--- src/rtl/adder_pkg.sv ---
// Shared types and helpers for the digit-serial adder: FSM state encoding and
// the digit-counter width calculation.
package adder_pkg;

  typedef enum logic [1:0] {
    IDLE = 2'd0,
    RUN  = 2'd1,
    DONE = 2'd2
  } state_t;

  // Bits needed to count 0..n-1, never less than one bit.
  function automatic int cnt_width(input int n);
    int w;
    w = 1;
    while ((1 << w) < n) begin
      w++;
    end
    return w;
  endfunction

endpackage

--- src/rtl/serial_digit_adder_fa_cell.sv ---
// One-bit full adder; the top chains DIGIT of these into the per-cycle ripple path.
module fa_cell (
  output logic sum,
  output logic cout,
  input  logic a,
  input  logic b,
  input  logic c
);

  assign sum  = a ^ b ^ c;
  assign cout = (a & b) | (a & c) | (b & c);

endmodule

--- src/rtl/serial_digit_adder.sv ---
// Digit-serial adder/subtractor: adds DIGIT bits per cycle through a short ripple
// chain, carrying between digits in a register. valid/ready on both sides.
module serial_digit_adder
  import adder_pkg::*;
#(
  parameter int WIDTH  = 16,
  parameter int DIGIT  = 4,
  parameter bit SIGNED = 1'b0
) (
  input  logic             clk,
  input  logic             rst_n,
  input  logic             in_valid,
  output logic             in_ready,
  input  logic [WIDTH-1:0] a,
  input  logic [WIDTH-1:0] b,
  input  logic             cin,
  input  logic             sub,
  output logic             out_valid,
  input  logic             out_ready,
  output logic [WIDTH-1:0] sum,
  output logic             cout,
  output logic             ovf
);

  localparam int NDIG = WIDTH / DIGIT;
  localparam int CW   = cnt_width(NDIG);

  generate
    if ((DIGIT < 1) || (DIGIT > WIDTH)) begin : g_bad_digit
      $error("serial_digit_adder: DIGIT must lie in 1..WIDTH");
    end
    if ((WIDTH % DIGIT) != 0) begin : g_bad_width
      $error("serial_digit_adder: WIDTH must be a multiple of DIGIT");
    end
  endgenerate

  // Handshake: a transfer happens on any rising edge where valid and ready are
  // both high; valid holds its bundle stable until that edge, ready may be
  // raised without waiting for valid.

  state_t           state;
  state_t           next_state;
  logic [WIDTH-1:0] a_q;
  logic [WIDTH-1:0] b_q;
  logic             sub_q;
  logic             carry_q;
  logic [CW-1:0]    k;
  logic [WIDTH-1:0] sum_q;
  logic             ovf_q;
  logic             in_ready_q;
  logic             out_valid_q;

  logic [DIGIT-1:0] a_dig;
  logic [DIGIT-1:0] b_dig;
  logic [DIGIT-1:0] dsum;
  logic [DIGIT:0]   c;
  logic             last;
  logic             accept;
  logic             release_res;

  assign accept      = in_valid && in_ready_q;
  assign release_res = out_valid_q && out_ready;
  assign last        = (k == CW'(NDIG - 1));

  always_comb begin
    a_dig = '0;
    b_dig = '0;
    for (int d = 0; d < NDIG; d++) begin
      if (k == CW'(d)) begin
        a_dig = a_q[d*DIGIT +: DIGIT];
        b_dig = b_q[d*DIGIT +: DIGIT];
      end
    end
  end

  assign c[0] = carry_q;

  genvar gi;
  generate
    for (gi = 0; gi < DIGIT; gi++) begin : g_chain
      fa_cell u_fa (
        .sum  (dsum[gi]),
        .cout (c[gi+1]),
        .a    (a_dig[gi]),
        .b    (b_dig[gi]),
        .c    (c[gi])
      );
    end
  endgenerate

  always_comb begin
    next_state = state;
    case (state)
      IDLE:    if (accept)      next_state = RUN;
      RUN:     if (last)        next_state = DONE;
      DONE:    if (release_res) next_state = IDLE;
      default:                  next_state = IDLE;
    endcase
  end

  always_ff @(posedge clk) begin
    if (!rst_n) begin
      state       <= IDLE;
      a_q         <= '0;
      b_q         <= '0;
      sub_q       <= 1'b0;
      carry_q     <= 1'b0;
      k           <= '0;
      sum_q       <= '0;
      ovf_q       <= 1'b0;
      in_ready_q  <= 1'b0;
      out_valid_q <= 1'b0;
    end else begin
      state       <= next_state;
      in_ready_q  <= (next_state == IDLE);
      out_valid_q <= (next_state == DONE);
      case (state)
        IDLE: begin
          if (accept) begin
            a_q     <= a;
            b_q     <= sub ? ~b : b;
            sub_q   <= sub;
            carry_q <= sub | cin;
            k       <= '0;
          end
        end
        RUN: begin
          carry_q <= c[DIGIT];
          for (int d = 0; d < NDIG; d++) begin
            if (k == CW'(d)) begin
              sum_q[d*DIGIT +: DIGIT] <= dsum;
            end
          end
          // The counter stops on the last digit, so it never wraps.
          if (last) begin
            ovf_q <= SIGNED ? (c[DIGIT-1] ^ c[DIGIT]) : (c[DIGIT] ^ sub_q);
          end else begin
            k <= k + CW'(1);
          end
        end
        default: ;
      endcase
    end
  end

  assign in_ready  = in_ready_q;
  assign out_valid = out_valid_q;
  assign sum       = sum_q;
  assign cout      = carry_q;
  assign ovf       = ovf_q;

endmodule
--- config.mk ---
export PLATFORM = sky130hd
export DESIGN_NAME = serial_digit_adder
export DESIGN_NICKNAME = d
export VERILOG_FILES = /design/src/rtl/adder_pkg.sv /design/src/rtl/serial_digit_adder_fa_cell.sv /design/src/rtl/serial_digit_adder.sv
export SDC_FILE = /design/constraint.sdc
export NUM_CORES = 1
export LEC_CHECK = 0
export ABC_AREA = 0
export CORE_AREA = 2 2 80 82
export CTS_BUF_LIST = sky130_fd_sc_hd__clkbuf_2 sky130_fd_sc_hd__clkbuf_4 sky130_fd_sc_hd__clkbuf_8
export DETAILED_ROUTE_END_ITERATION = 8
export DIE_AREA = 0 0 82 84
export PLACE_DENSITY = 0.74
export SYNTH_ARGS = -nofsm -noshare
export SYNTH_HDL_FRONTEND = slang
export SYNTH_HIERARCHICAL = 1
export SYNTH_SLANG_ARGS = --single-unit
--- constraint.sdc ---
create_clock -name clk -period 3.35 [get_ports clk]
set_clock_uncertainty 0.2 [all_clocks]
set_input_delay 1.005 -clock clk [delete_from_list [all_inputs] [get_ports clk]]
set_output_delay 1.005 -clock clk [all_outputs]
set_load 0.02 [all_outputs]
==> impl_metrics.tcl, run 1 <==
set metrics [dict create \
    outcome "finished clean" \
    fin_util 0.594 \
    final_common_cell "clkdlybuf4s50_1" \
    rrSetupSlack_ns 0.11 \
    fmaxAchievable_ghz 0.309 \
    initial_core_util 0.436 \
    ioPinCount 58 \
    final_area_um2 3620 \
    dr.pass1.iters 4 \
    crit_end "sum[3]" \
    power.density_nw_per_um2 492 \
    antennaDiodeCount 0 \
    vias 2209 \
    viasPerCell 5.02 \
    hold_path_class "flop to flop" \
    clock-root-buffer "clkbuf_8" \
    h-tree-depth 3 \
    drv_slew 0 \
    yosys_warnings 6 \
    preCtsSetupSlack_ns -0.0923 \
    crit_type "flop to flop" \
    r2r_end "sum[3]" \
    placedCellCount 423 \
    drtIter0Drc 95 \
    instances_no_fill 440 \
    min_period_over_period 0.968 \
    clk_latency_ns 0.33 \
    r2r_cells 11 \
    final.setup.worst_slack_ns 0.109 \
    synthesis.nets 344 \
    power_leakage_nw 1.42 \
    dieArea_um2 6890 \
    place_area_um2 3320 \
    layout-drive-gt1-share 0.165 \
    num_rows 29 \
    crit_start "k[0]" \
    clk_pin_slew_worst_paths_ns 0.06 \
    cp-end-kind "flop" \
    worst_pin_slew_ns 0.460 \
    syn_inst 298 \
    async_flop_share 0 \
    grt_pass1_vias 2064 \
    grt_first_pass_wirelength_mm 9.82 \
    cts_hold_buf 0 \
    clock_path_buffers 2 \
    reg2reg_from "k[0]" \
    synth_area_leaders "dfxtp_1 43%, a21oi_1 6.4%, mux2i_1 6.4%" \
    cts_tree "yes" \
    layout_common_cells "57 x clkdlybuf4s50_1, 55 x dfxtp_1, 44 x nand2_1" \
    cap_violations 0 \
    clock_sinks 57 \
    yosysSeqAreaShare 0.429 \
    synthesis.area_per_instance_um2 8.93 \
    drt-total-wl_mm 5.98 \
    peakVddDrop_uv 275 \
    critical_path_required_ns 3.42 \
    ys.flop_type "dfxtp_1" \
    area_growth_pct 36.1 \
    die_y_um 84 \
    synth-seq-cells 57 \
    synth_top_area_frac 0.429 \
    relSlewSlack 0.694 \
    detailedPlacementHpwl_mm 4.28 \
    fin_nets 404 \
    core-area_um2 6100 \
    drc 0 \
    antenna_found_initial 0 \
    arrival_ns 3.31 \
    grt_usage 0.188 \
    ant_nets 0 \
    place.gp.congestion 0.877 \
    fp.dieW_um 82 \
    synth.largest_area_cell "dfxtp_1" \
    min_period_ns 3.24 \
    overflow 0 \
    port_buffers 57 \
    yosysUniqueCellTypes 34 \
    finalHoldViolCount 0 \
    grt_max_degree 43 \
    startpoint_type "flop" \
    synth_edf_count 0 \
    wire_per_inst_um 13.6 \
    cts_made_buffers 9 \
    rsz0062_at_grt "no" \
    cp_max_fo 7 \
    syn_area_um2 2660 \
    finalSetupViolCount 0 \
]
-- per-layer routing --
layer,part of all wire,wire length (um),global-route usage
met1,0.46,2760,0.256
met2,0.47,2810,0.270
met3,0.051,303,0.0357
met4,0.019,112,0.114
met5,0,0,0
-- timing repair --
| item | CTS | global route |
|---|---|---|
| pin swaps | 1 | 8 |
| setup buffers | 1 | 0 |
| gates resized for setup | 6 | 12 |
| endpoints found under the setup margin | 5 | 6 |
-- cell families (layout without fill, tap and decap cells) --
logic type                 Yosys count  after routing  share of synthesized area
and+or+nand+nor                     93             93                      0.153
AOI/OAI and AO/OA                   72             72                      0.185
DFF                                 57             57                      0.429
muxes                               17             17                     0.0640
buffers and inverters               34             99                     0.0644
xor gates and xnor gates            17             17                     0.0560
adders and majority gates            8              8                     0.0489
-- power breakdown --
part / switching (mW) / internal [mW] / leakage (nW)
combinational: 0.133 / 0.134 / 0.828
sequential: 0.0230 / 0.712 / 0.465
clock: 0.268 / 0.510 / 0.126
-- worst min-delay path by stage --
| stage | startpoint | endpoint | slack, ns | cells past startpoint |
|---|---|---|---|---|
| floorplan | a_q[10] | a_q[10] | 0.24 | 2 |
| global placement | a_q[8] | a_q[8] | 0.24 | 2 |
| detailed placement | a_q[1] | a_q[1] | 0.25 | 2 |
| CTS | a_q[1] | a_q[1] | 0.26 | 2 |
| global route | a_q[9] | a_q[9] | 0.28 | 2 |
| finish | a_q[11] | a_q[11] | 0.26 | 2 |
-- final cells by class --
class	instances	area, um2
well taps	77	96.3
clock inverters	6	105
flip-flops and latches	57	1150
clock buffers	10	138
inverters	11	41.3
repair buffers	72	687
fillers	530	2470
multi-input cells	207	1410
-- through the flow --
step | TNS [ns] | hold WS [ns] | total power, mW
final | 0 | 0.258 | 1.78
after CTS | 0 | 0.263 | 1.79
after floorplan | 0 | 0.236 | 0.911
after global placement | 0 | 0.244 | 1.00
after detailed placement | -0.310 | 0.253 | 1.01
after global routing | 0 | 0.284 | 1.86
-- cells in the mapped netlist (6+ instances only) --
cell type	instances
nand2_1	44
inv_1	10
nor2_1	36
o21ai_0	10
xnor2_1	12
clkbuf_1	10
dfxtp_1	57
a22o_1	8
a211oi_1	6
mux2i_1	17
a211oi_2	10
a21oi_1	34
-- registers in the layout, indices dropped and copies added (netlist names), 2 cells and up --
register / cells
a_q: 16
b_q: 16
sum: 16
k: 2
state: 2
-- worst max-delay path, stage by stage (launching register included) --
cell	delay, ns
dfxtp_4	0.38
inv_2	0.06
ha_4	0.18
a21oi_2	0.11
o21ai_1	0.09
a22o_1	0.23
fa_2	0.40
fa_2	0.38
fa_2	0.40
fa_2	0.56
mux2i_1	0.07
nor2_1	0.12
No activity file was read; power rests on OpenSTA's default activity.
==> run 2, diff against run 1 <==
CAP_MARGIN = 30   (was not set)
SETUP_SLACK_MARGIN = 0.1   (was not set)
==> run 2 against run 1 <==
First-iteration DRC count is 21% higher. Highest routed layer unchanged. Critical endpoint is now ovf. Power is 9.1% lower. Register-to-register slack better by 0.14 ns.
==> impl_metrics.tcl, run 2 (same netlist as run 1, synthesis figures left out) <==
set metrics [dict create \
    pwr-share-comb 0.167 \
    clk_pin_slew_worst_paths_ns 0.06 \
    die_y_um 84 \
    core-area_um2 6100 \
    clock_sinks 57 \
    grt_first_pass_wirelength_mm 10.2 \
    relSlewSlack 0.691 \
    r2r_cells 12 \
    cp_max_fo 5 \
    arrival_ns 3.10 \
    fin_nets 406 \
    num_rows 29 \
    clock_path_buffers 2 \
    fmaxAchievable_ghz 0.323 \
    antenna_found_initial 0 \
    power_leakage_nw 1.41 \
    drv_slew 0 \
    instances_no_fill 442 \
    critical_path_required_ns 3.36 \
    final_common_cell "clkdlybuf4s50_1" \
    rsz0062_at_grt "no" \
    dieArea_um2 6890 \
    initial_core_util 0.436 \
    startpoint_type "flop" \
    place.gp.congestion 0.851 \
    grt_usage 0.194 \
    overflow 0 \
    min_path_cells 2 \
    area_growth_pct 35.7 \
    cap_violations 0 \
    hold_path_class "flop to flop" \
    cts_hold_buf 0 \
    p_total_mw 1.62 \
    final.setup.worst_slack_ns 0.253 \
    rrSetupSlack_ns 0.25 \
    ioPinCount 58 \
    clk_latency_ns 0.33 \
    cts_tree "yes" \
    finalHoldViolCount 0 \
    outcome "finished clean" \
    power.density_nw_per_um2 448 \
    dr.pass1.iters 4 \
    min-delay-start "a_q[7]" \
    switching_power_mw 0.413 \
    power.internal_mw 1.20 \
    reg2reg_from "k[1]" \
    layout_common_cells "57 x clkdlybuf4s50_1, 55 x dfxtp_1, 44 x nand2_1" \
    cp-end-kind "flop" \
    worstHoldEndpoint "a_q[7]" \
    p_sw_frac 0.255 \
    ant_nets 0 \
    clkPwrFrac 0.379 \
    hold-worst-slack_ns 0.256 \
    placedCellCount 422 \
    peakVddDrop_uv 253 \
    viasPerCell 5.02 \
    n_fill_cell 557 \
    detailedPlacementHpwl_mm 4.35 \
    clock-root-buffer "clkbuf_8" \
    layout-drive-gt1-share 0.175 \
    fin_util 0.592 \
    r2r_end "ovf" \
    finalSetupViolCount 0 \
    grt_max_degree 43 \
    cts_made_buffers 9 \
    seqPwrFrac 0.454 \
    drt-total-wl_mm 5.99 \
    wire_per_inst_um 13.6 \
    preCtsSetupSlack_ns -0.0220 \
    grt_pass1_vias 2164 \
    antennaDiodeCount 0 \
    worst_pin_slew_ns 0.463 \
    vias 2217 \
    min_period_ns 3.10 \
    fp.dieW_um 82 \
    min_period_over_period 0.924 \
    crit_type "flop to flop" \
    port_buffers 57 \
    h-tree-depth 3 \
    drtIter0Drc 115 \
    drc 0 \
]
run 2: per-stage QoR:
stage | TNS (ns) | cell area (um2)
floorplan | 0 | 2690
global placement | 0 | 3330
detailed placement | -0.0585 | 3330
CTS | 0 | 3600
global route | 0 | 3610
finish | 0 | 3610
run 2: final cells by class:
class                           count  area, um2  share of cell area
Inverter                           11       43.8              0.0121
Multi-Input combinational cell    207       1410               0.392
Sequential cell                    57       1150               0.318
Clock buffer                       14        186              0.0516
Tap cell                           77       96.3              0.0267
Clock inverter                      2       10.0             0.00277
Timing Repair Buffer               74        711               0.197
run 2: critical path: stages (launching register included):
cell,delay (ns)
dfxtp_4,0.38
inv_4,0.05
ha_4,0.17
a21oi_2,0.14
o21ai_1,0.08
a22o_1,0.21
fa_2,0.36
fa_2,0.34
fa_2,0.35
fa_2,0.36
xor2_1,0.15
mux2i_1,0.12
nor2_1,0.05
run 2: worst max-delay path by stage:
| stage | startpoint | to | slack (ns) | cells after the start |
|---|---|---|---|---|
| 4_1_cts | k[1] | sum[7] | 0.07 | 11 |
| 6_report | k[1] | ovf | 0.25 | 12 |
| 5_1_grt | k[1] | ovf | 0.11 | 12 |
| 3_3_place_gp | k[1] | ovf | 0.09 | 12 |
| 2_1_floorplan | k[1] | ovf | 0.10 | 13 |
| 3_5_place_dp | k[1] | sum[7] | -0.02 | 11 |
run 2: power groups by stage:
stage	Clock, mW	Combinational [mW]	Sequential (mW)
global placement	0	0.255	0.748
floorplan	0	0.168	0.746
detailed placement	0	0.260	0.749
global route	0.658	0.300	0.739
finish	0.613	0.270	0.735
CTS	0.626	0.272	0.734
run 2: metal layers:
metal | wire (um) | GRT usage | vias to the layer above | part of all wire
met4 | 78 | 0.0591 | 0 | 0.013
met2 | 2860 | 0.300 | 63 | 0.48
met3 | 310 | 0.0639 | 6 | 0.052
met5 | 0 | 0 | - | 0
met1 | 2750 | 0.254 | 1020 | 0.46
li1 | - | - | 1128 | -
run 2: repair_timing:
item                       in CTS  in global routing
pin swaps                       8                  5
setup buffers                   3                  1
resized for setup              18                  2
setup endpoints to repair       6                  6
